**config.mk**
```make
export PLATFORM = sky130hd
export DESIGN_NAME = register_file
export DESIGN_NICKNAME = d
export VERILOG_FILES = /design/src/rtl/register_file_pkg.sv /design/src/rtl/register_file_scoreboard.sv /design/src/rtl/register_file.sv
export SDC_FILE = /design/constraint.sdc
export NUM_CORES = 2
export LEC_CHECK = 0
export ABC_AREA = 1
export CAP_MARGIN = 20
export CORE_MARGIN = 5
export CORE_UTILIZATION = 40
export CTS_CLUSTER_DIAMETER = 200
export CTS_CLUSTER_SIZE = 30
export DETAILED_ROUTE_END_ITERATION = 16
export GPL_TIMING_DRIVEN = 0
export MAX_ROUTING_LAYER = met4
export PLACE_DENSITY = 0.63
export SYNTH_ARGS = -nofsm -noshare
export SYNTH_HDL_FRONTEND = slang
export SYNTH_SLANG_ARGS = --single-unit
```
**constraint.sdc**
```tcl
create_clock -name clk -period 1.66 [get_ports clk]
set_input_delay 0.166 -clock clk [delete_from_list [all_inputs] [get_ports clk]]
set_output_delay 0.166 -clock clk [all_outputs]
set_load 0.01 [all_outputs]
```
**src/rtl/register_file_pkg.sv**
```systemverilog
// rtl/register_file_pkg.sv - shared types and sizes for the register file and its scoreboard
package register_file_pkg;

  localparam int REG_NUM             = 32;
  localparam int DEFAULT_PENDING_MAX = 3;

  typedef logic [31:0] BasicData;
  typedef logic [4:0]  RegAddr;

  // Counter type for the default depth; the scoreboard re-derives its width from its own parameter
  typedef logic [$clog2(DEFAULT_PENDING_MAX+1)-1:0] PendingCount;

endpackage

```
**src/rtl/register_file_scoreboard.sv**
```systemverilog
// rtl/register_file_scoreboard.sv - per-register pending-write counters with sticky error flag
module reg_scoreboard
  import register_file_pkg::*;
#(
  parameter int PENDING_MAX = DEFAULT_PENDING_MAX
) (
  input  logic   clk,
  input  logic   rst,
  input  logic   issueValid,
  input  RegAddr issueRdAddr,
  input  logic   wEnable,
  input  RegAddr rdAddr,
  input  logic   flush,
  input  RegAddr rs1Addr,
  input  RegAddr rs2Addr,
  input  logic   rs1Retire,
  input  logic   rs2Retire,
  output logic   rs1Busy,
  output logic   rs2Busy,
  output logic   sbError
);

  localparam int CW = $clog2(PENDING_MAX + 1);
  localparam logic [CW-1:0] MAX_COUNT = CW'(PENDING_MAX);
  localparam logic [CW-1:0] ONE       = CW'(1);

  logic [CW-1:0] count     [REG_NUM];
  logic [CW-1:0] countNext [REG_NUM];
  logic          errNext;
  logic          issueHit;
  logic          writeHit;
  logic [CW-1:0] rs1Count;
  logic [CW-1:0] rs2Count;

  // Next counter values: flush wins, a same-register issue+write cancels, otherwise saturate at both ends
  always_comb begin
    errNext  = sbError;
    issueHit = 1'b0;
    writeHit = 1'b0;
    for (int r = 0; r < REG_NUM; r++) begin
      countNext[r] = count[r];
    end
    countNext[0] = '0;
    if (flush) begin
      for (int r = 0; r < REG_NUM; r++) begin
        countNext[r] = '0;
      end
      errNext = 1'b0;
    end else begin
      for (int r = 1; r < REG_NUM; r++) begin
        issueHit = issueValid && (issueRdAddr == RegAddr'(r));
        writeHit = wEnable && (rdAddr == RegAddr'(r));
        if (issueHit && !writeHit) begin
          if (count[r] == MAX_COUNT) begin
            errNext = 1'b1;
          end else begin
            countNext[r] = count[r] + ONE;
          end
        end else if (writeHit && !issueHit) begin
          if (count[r] == '0) begin
            errNext = 1'b1;
          end else begin
            countNext[r] = count[r] - ONE;
          end
        end
      end
    end
  end

  // Counter array and sticky error register
  always_ff @(posedge clk or negedge rst) begin
    if (!rst) begin
      for (int r = 0; r < REG_NUM; r++) begin
        count[r] <= '0;
      end
      sbError <= 1'b0;
    end else begin
      for (int r = 0; r < REG_NUM; r++) begin
        count[r] <= countNext[r];
      end
      sbError <= errNext;
    end
  end

  // Busy lookups; a retiring write in the same cycle no longer counts as outstanding
  always_comb begin
    rs1Count = count[rs1Addr];
    rs2Count = count[rs2Addr];
    rs1Busy  = rs1Retire ? (rs1Count > ONE) : (rs1Count != '0);
    rs2Busy  = rs2Retire ? (rs2Count > ONE) : (rs2Count != '0);
  end

endmodule

```
**src/rtl/register_file.sv**
```systemverilog
// rtl/register_file.sv - x0-hardwired register file with pending-write scoreboard; REGFILE_BYPASS_EN adds write-back forwarding
module register_file
  import register_file_pkg::*;
#(
  parameter int PENDING_MAX = DEFAULT_PENDING_MAX
) (
  input  logic     clk,
  input  logic     rst,
  input  RegAddr   rs1Addr,
  input  RegAddr   rs2Addr,
  output BasicData rs1Data,
  output BasicData rs2Data,
  output logic     rs1Busy,
  output logic     rs2Busy,
  input  logic     issueValid,
  input  RegAddr   issueRdAddr,
  input  logic     wEnable,
  input  RegAddr   rdAddr,
  input  BasicData wData,
  input  logic     flush,
  output logic     sbError
);

  BasicData regs [REG_NUM];
  logic     rs1Fwd;
  logic     rs2Fwd;

  // Data array; x0 is only ever written by reset so it stays zero
  always_ff @(posedge clk or negedge rst) begin
    if (!rst) begin
      for (int r = 0; r < REG_NUM; r++) begin
        regs[r] <= '0;
      end
    end else if (wEnable && (rdAddr != '0)) begin
      regs[rdAddr] <= wData;
    end
  end

  // Read muxes, optionally forwarding the write-back value of this cycle
  always_comb begin
`ifdef REGFILE_BYPASS_EN
    rs1Fwd = wEnable && (rdAddr == rs1Addr) && (rdAddr != '0);
    rs2Fwd = wEnable && (rdAddr == rs2Addr) && (rdAddr != '0);
`else
    rs1Fwd = 1'b0;
    rs2Fwd = 1'b0;
`endif
    rs1Data = rs1Fwd ? wData : regs[rs1Addr];
    rs2Data = rs2Fwd ? wData : regs[rs2Addr];
  end

  reg_scoreboard #(
    .PENDING_MAX(PENDING_MAX)
  ) u_scoreboard (
    .clk        (clk),
    .rst        (rst),
    .issueValid (issueValid),
    .issueRdAddr(issueRdAddr),
    .wEnable    (wEnable),
    .rdAddr     (rdAddr),
    .flush      (flush),
    .rs1Addr    (rs1Addr),
    .rs2Addr    (rs2Addr),
    .rs1Retire  (rs1Fwd),
    .rs2Retire  (rs2Fwd),
    .rs1Busy    (rs1Busy),
    .rs2Busy    (rs2Busy),
    .sbError    (sbError)
  );

endmodule

```
## Word-level counts from Yosys, hierarchy flattened

Index checks and enable logic that the tools add are counted.
Widths: inputs -> output; s select.

| storage, ports and cells | value |
|---|---|
| flip-flop bits (word level) | 1087 |
| word-level logic and storage cells | 845 |
| bits of input ports | 57 |
| output and inout port bits | 67 |

| cells by class | value |
|---|---|
| eq/ne operators | 155 |
| $add $sub $neg | 62 |
| reductions and logical operators | 284 |
| magnitude comparators | 4 |
| bitwise logic cells | 3 |
| multiplexer cells | 273 |

Operator list:

| cell | count |
|---|---|
| $bwmux 1024 | 1 |
| $bmux 32 s5 | 2 |
| $mux 2 | 128 |
| $demux 32 s5 | 1 |
| $eq 5x5->1 const B | 32 |
| $mux 32 | 5 |
| $mux 1 | 133 |
| $logic_and 1x1->1 | 126 |
| $ne 3x2->1 const B | 31 |
| $ne 3x3->1 const B | 31 |
| $reduce_and 3->1 | 31 |
| $reduce_bool 3->1 | 31 |
| $eq 5x4->1 const B | 16 |
| $add 2x1->2 const B | 31 |
| $eq 2x2->1 const B | 31 |
| $logic_not 1->1 | 62 |
| $logic_not 2->1 | 31 |
| $mux 62 | 1 |
| $sub 2x1->2 const B | 31 |
| $eq 5x3->1 const B | 8 |
| $bmux 2 s5 | 2 |
| $eq 5x2->1 const B | 4 |
| $ge 6x6->1 const B | 3 |
| $not 5->6 | 3 |
| other kinds (4) | 6 |

## Depth between registers and ports, before layout

| depth | value |
|---|---|
| word-level depth | 105 |
| gate-level depth with buffers | 14 |
| depth with buffers taken out | 13 |

## Hierarchy

A second synthesis with hierarchy kept.

| second synthesis, totals | value |
|---|---|
| cells, all modules | 9333 |
| area, all modules | 62065.8 um^2 |

By module, submodules not included:

| module | cells an instance | times used | area an instance (um^2) | seq. area each (um^2) |
|---|---|---|---|---|
| register_file | 8271 | 1 | 56113.8 | 25624.6 |
| reg_scoreboard | 1062 | 1 | 5952.0 | 1576.5 |

## Worst setup path after synthesis

OpenSTA, ideal clock, no wires.

| timing | value |
|---|---|
| kind | in2out |
| start point | input port rs1Addr[0] |
| end point | output port rs1Data[28] |
| setup slack | -0.036 ns |
| path buffers | 3 |
| data required time | 1.494 ns |
| data arrival time | 1.530 ns |
| cell stages on the path | 9 |
| cells stage by stage | buf_2 > inv_2 > nand2_1 > buf_2 > buf_2 > o21ai_0 > a211oi_1 > nor2_1 > o21ai_0 |

| on the way | value |
|---|---|
| word-level cells in the longest chain between the ends | 4 |

Ends and longest elaborated chain:

| item | line | text |
|---|---|---|
| start, declared | register_file.sv:9 | `input RegAddr rs1Addr,` |
| $not 5->6 (not written as such) | register_file.sv:48 | `rs1Data = rs1Fwd ? wData : regs[rs1Addr];` |
| $bmux 32 s5 | register_file.sv:48 |  |
| $mux 32 (not written as such) (2 in a row) | register_file.sv:48 |  |
| end, declared | register_file.sv:11 | `output BasicData rs1Data,` |

Every way passes these cells. The select of a mux whose other input is x is not followed.

## Worst setup path after layout

| timing | value |
|---|---|
| start point | register regs[724] (netlist name) |
| end point | output port rs2Data[20] |

| on the way | value |
|---|---|
| word-level cells in the longest chain between the ends | 3 |

Ends and longest elaborated chain:

| item | line | text |
|---|---|---|
| start, declared | register_file.sv:24 | `BasicData regs [REG_NUM];` |
| start signal, assigned by index | register_file.sv:35 | `regs[rdAddr] <= wData;` |
| $bmux 32 s5 | register_file.sv:49 | `rs2Data = rs2Fwd ? wData : regs[rs2Addr];` |
| $mux 32 (not written as such) (2 in a row) | register_file.sv:49 |  |
| end, declared | register_file.sv:12 | `output BasicData rs2Data,` |

Every way passes these cells. The select of a mux whose other input is x is not followed.

==> flow_summary.json <==
{
  "route.detailed.wl_per_inst_um": 40.9,
  "worstSkewPairLatency_ps": 760,
  "timing.final.crit_share_pct": 196,
  "grt_first_pass_wirelength_um": 582000,
  "placeableCoreArea_um2": 150000,
  "postPlaceCellArea_um2": 66100,
  "synthMostInstantiatedCell": "nand2_1",
  "timing.critical_path.slowest_cell_delay_ps": 1030,
  "fin_area_um2": 73900,
  "synth_top_flop_cell": "dfrtp_1",
  "fmax_ghz": 0.307,
  "cts-root-buf": "clkbuf_16",
  "cp_cell_sequence": "inv_2 -> a21oi_2 -> o21ai_1 -> a21oi_2 -> o211ai_1 -> nand2_2 -> buf_6",
  "layout-area-overhead-vs-synth_pct": 22.0,
  "async_flop_share_pct": 100,
  "overall_fraction_of_global_route_tracks_in_use_pct": 55.3,
  "avgSynthCellArea_um2": 7.31,
  "tns_ps": -75720,
  "setup.worst_path.class": "reg2out",
  "min-delay-path-class": "in2async",
  "power_density_nw_per_um2": 1030,
  "drt.antenna.violating_nets": 0,
  "initial_core_util_pct": 40.3,
  "violations_in_the_final_reports": "hold timing, setup timing",
  "worst-endpoint-arrival_ps": 3090,
  "path_clk_slew_ps": 130,
  "mappedNetlistNets": 8352,
  "syn_inst": 8295,
  "crit_required_ps": 1490,
  "synth-seq-area-share_pct": 44.9,
  "comb_power_share_pct": 33.3,
  "post_route_cells_drive_above_1_share_pct": 17.6,
  "gp_congestion": 1.15,
  "final_setup_violation_count": 147,
  "finalCoreUtilization_pct": 49.2,
  "synth_seq_cells": 1087,
  "netSwitchingFraction_pct": 41.1,
  "wl_um": 442000,
  "final_layout_worst_hold_slack_ps": -667,
  "ir_worst_vdd_mv": 0.938,
  "quantity_of_i_o_buffers_inserted_on_ports": 93,
  "part_of_the_power_in_registers_pct": 46.9,
  "power_uw": 75800,
  "cap_viol_max_count": 0,
  "status": "finished with violations",
  "timing.critical_path.to_type": "primary output",
  "worst_setup_path_start_kind": "flip-flop",
  "globalRoute.totalOverflow": 0,
  "die_y_um": 399,
  "number_of_antenna_violations_at_the_first_check_in_global_routing": 59,
  "pin_count_of_the_biggest_net_entering_global_routing": 173,
  "power.static_leakage_uw": 0.0322,
  "synth.lib_cells_used.distinct": 37,
  "crit_path_max_fanout": 3,
  "ios": 124,
  "p_switching_uw": 31100,
  "drt_pre_antenna_iters": 8,
  "worst_clock_skew_ps": 16.5,
  "cell_types_with_the_highest_counts_after_synthesis": "1925 x nand2_1, 1415 x o21ai_0, 1087 x dfrtp_1, 1081 x inv_1, 541 x nand3_1",
  "yosysTopAreaCellShare_pct": 44.9,
  "share_clk_of_total_power_pct": 19.8,
  "hold_viol_final": 313,
  "layout_setup_ws_ps": -1590,
  "setup_repair_after_global_routing_missed_its_margin": "yes",
  "timing.final.crit_period_ps": 3250,
  "dr_iter_0_viols": 12500,
  "clk_path_buf_depth": 3,
  "yosysWarnings": 0,
  "slowest_stage": "o211ai_1",
  "internal_power_uw": 44700,
  "crit_path_frequent_cell": "a21oi_2",
  "netlist.top_cell.by_area": "dfrtp_1",
  "place_hpwl_um": 330000,
  "vias": 72600,
  "synthTopCellsByArea": "dfrtp_1 45%, nand2_1 12%, o21ai_0 12%",
  "drcViolationCount": 0,
  "clkSinkCount": 1087,
  "maxSlewHeadroom_pct": 9.28,
  "htree_num_levels": 2,
  "cts_tree": "done",
  "first_global_vias": 65500,
  "worst_slew_pin_tran_ps": 1350,
  "synth_edf_count": 0,
  "fp.dieArea_um2": 159000,
  "cts_inserted_buffers": 42,
  "post_synth_instance_area_um2": 60600,
  "dieWidth_um": 399,
  "route.detailed.vias_per_inst": 6.71,
  "num_rows": 142,
  "design.final.nets": 8780,
  "finalMaxSlewViolations": 0
}
## routing by layer
layer	global-route usage (%)	vias up	wire length, um	part of all wire, %
li1	-	28500	-	-
met1	64.3	35600	155000	35
met2	70.7	6584	168000	38
met3	28.4	1933	72700	16
met4	43.8	0	46100	10
met5	-	-	0	0
## kinds of logic (layout without fill, tap and decap cells)
logic type | Yosys count | in the layout | share of synthesized area, %
and+or+nand+nor | 2773 | 2773 | 18.6
AOI/OAI and AO/OA | 2605 | 2605 | 24.8
buffers and inverters | 1822 | 2252 | 11.6
DFF | 1087 | 1087 | 44.9
xor gates and xnor gates | 4 | 4 | 0.0578
muxes | 4 | 4 | 0.0702
other | 0 | 76 | 0
## worst max-delay path, delay by kind of cell, from the launching register on
| family | cells | cell delay [ps] |
|---|---|---|
| AOI/OAI and AO/OA | 4 | 1340 |
| buffers and inverters | 2 | 310 |
| DFF | 1 | 400 |
| and+or+nand+nor | 1 | 280 |
## power by group through the flow
| stage | Clock (uW) | Sequential (uW) | Combinational (uW) |
|---|---|---|---|
| floorplan | 0 | 34600 | 11000 |
| global placement | 0 | 35800 | 19400 |
| detailed placement | 0 | 35500 | 20600 |
| CTS | 14600 | 35200 | 22600 |
| global route | 15400 | 36000 | 26200 |
| finish | 15000 | 35600 | 25200 |
## cells in the final DEF, fill, tap and decap left out, drive strengths merged, types with 244 or more instances in the layout
cell type	n
a21oi	467
clkbuf	560
inv	1087
dfrtp	1087
nand3	543
o21ai	1423
nand2	1927
buf	553
o2111ai	295
nor2	244
## metrics by stage
step,instances,setup WS (ps)
2_1_floorplan,8295,2.74
4_1_cts,10700,-1540
3_5_place_dp,10500,-3550
3_3_place_gp,10400,-52940
5_1_grt,10800,-1510
6_report,10800,-1590
## state kept, by name, indices dropped and copies added, names as in the netlist
signal and cells:
u_scoreboard.count 62, regs 1024, u_scoreboard.sbError 1
## final cells by class
type / instances / area (um2)
fillers: 15100 / 76400
diodes: 76 / 190
plain buffers: 727 / 4730
clock buffers: 45 / 1130
repair buffers: 387 / 4570
clock inverters: 1 / 30.0
flip-flops and latches: 1087 / 27200
inverters: 1092 / 4170
well taps: 2016 / 2520
multi-input cells: 5386 / 29400
## final timing paths
| path | startpoint | end | slack, ps | cells past startpoint |
|---|---|---|---|---|
| worst min-delay path | rst | regs[72]$_DFFE_PN0P_ | -670 | 1 |
| worst max-delay path | regs[724]$_DFFE_PN0P_ | rs2Data[20] | -1590 | 7 |
| min in group clk | wData[2] | regs[34]$_DFFE_PN0P_ | 10 | 3 |
| worst min register to register | regs[998]$_DFFE_PN0P_ | regs[998]$_DFFE_PN0P_ | 470 | 1 |
| max in group asynchronous | rst | u_scoreboard.count[30]$_DFFE_PN0P_ | 120 | 3 |
| worst max register to register | regs[256]$_DFFE_PN0P_ | regs[256]$_DFFE_PN0P_ | -80 | 13 |
## repair_timing
item	4_1_cts	5_1_grt
hold endpoints to repair	352	211
cloned	0	1
resized for setup	1582	499
pin swaps	223	222
hold buffers	16	2
setup endpoints to repair	1046	633
setup buffers	83	77
Note: power is estimated with default switching activity, not from simulation.
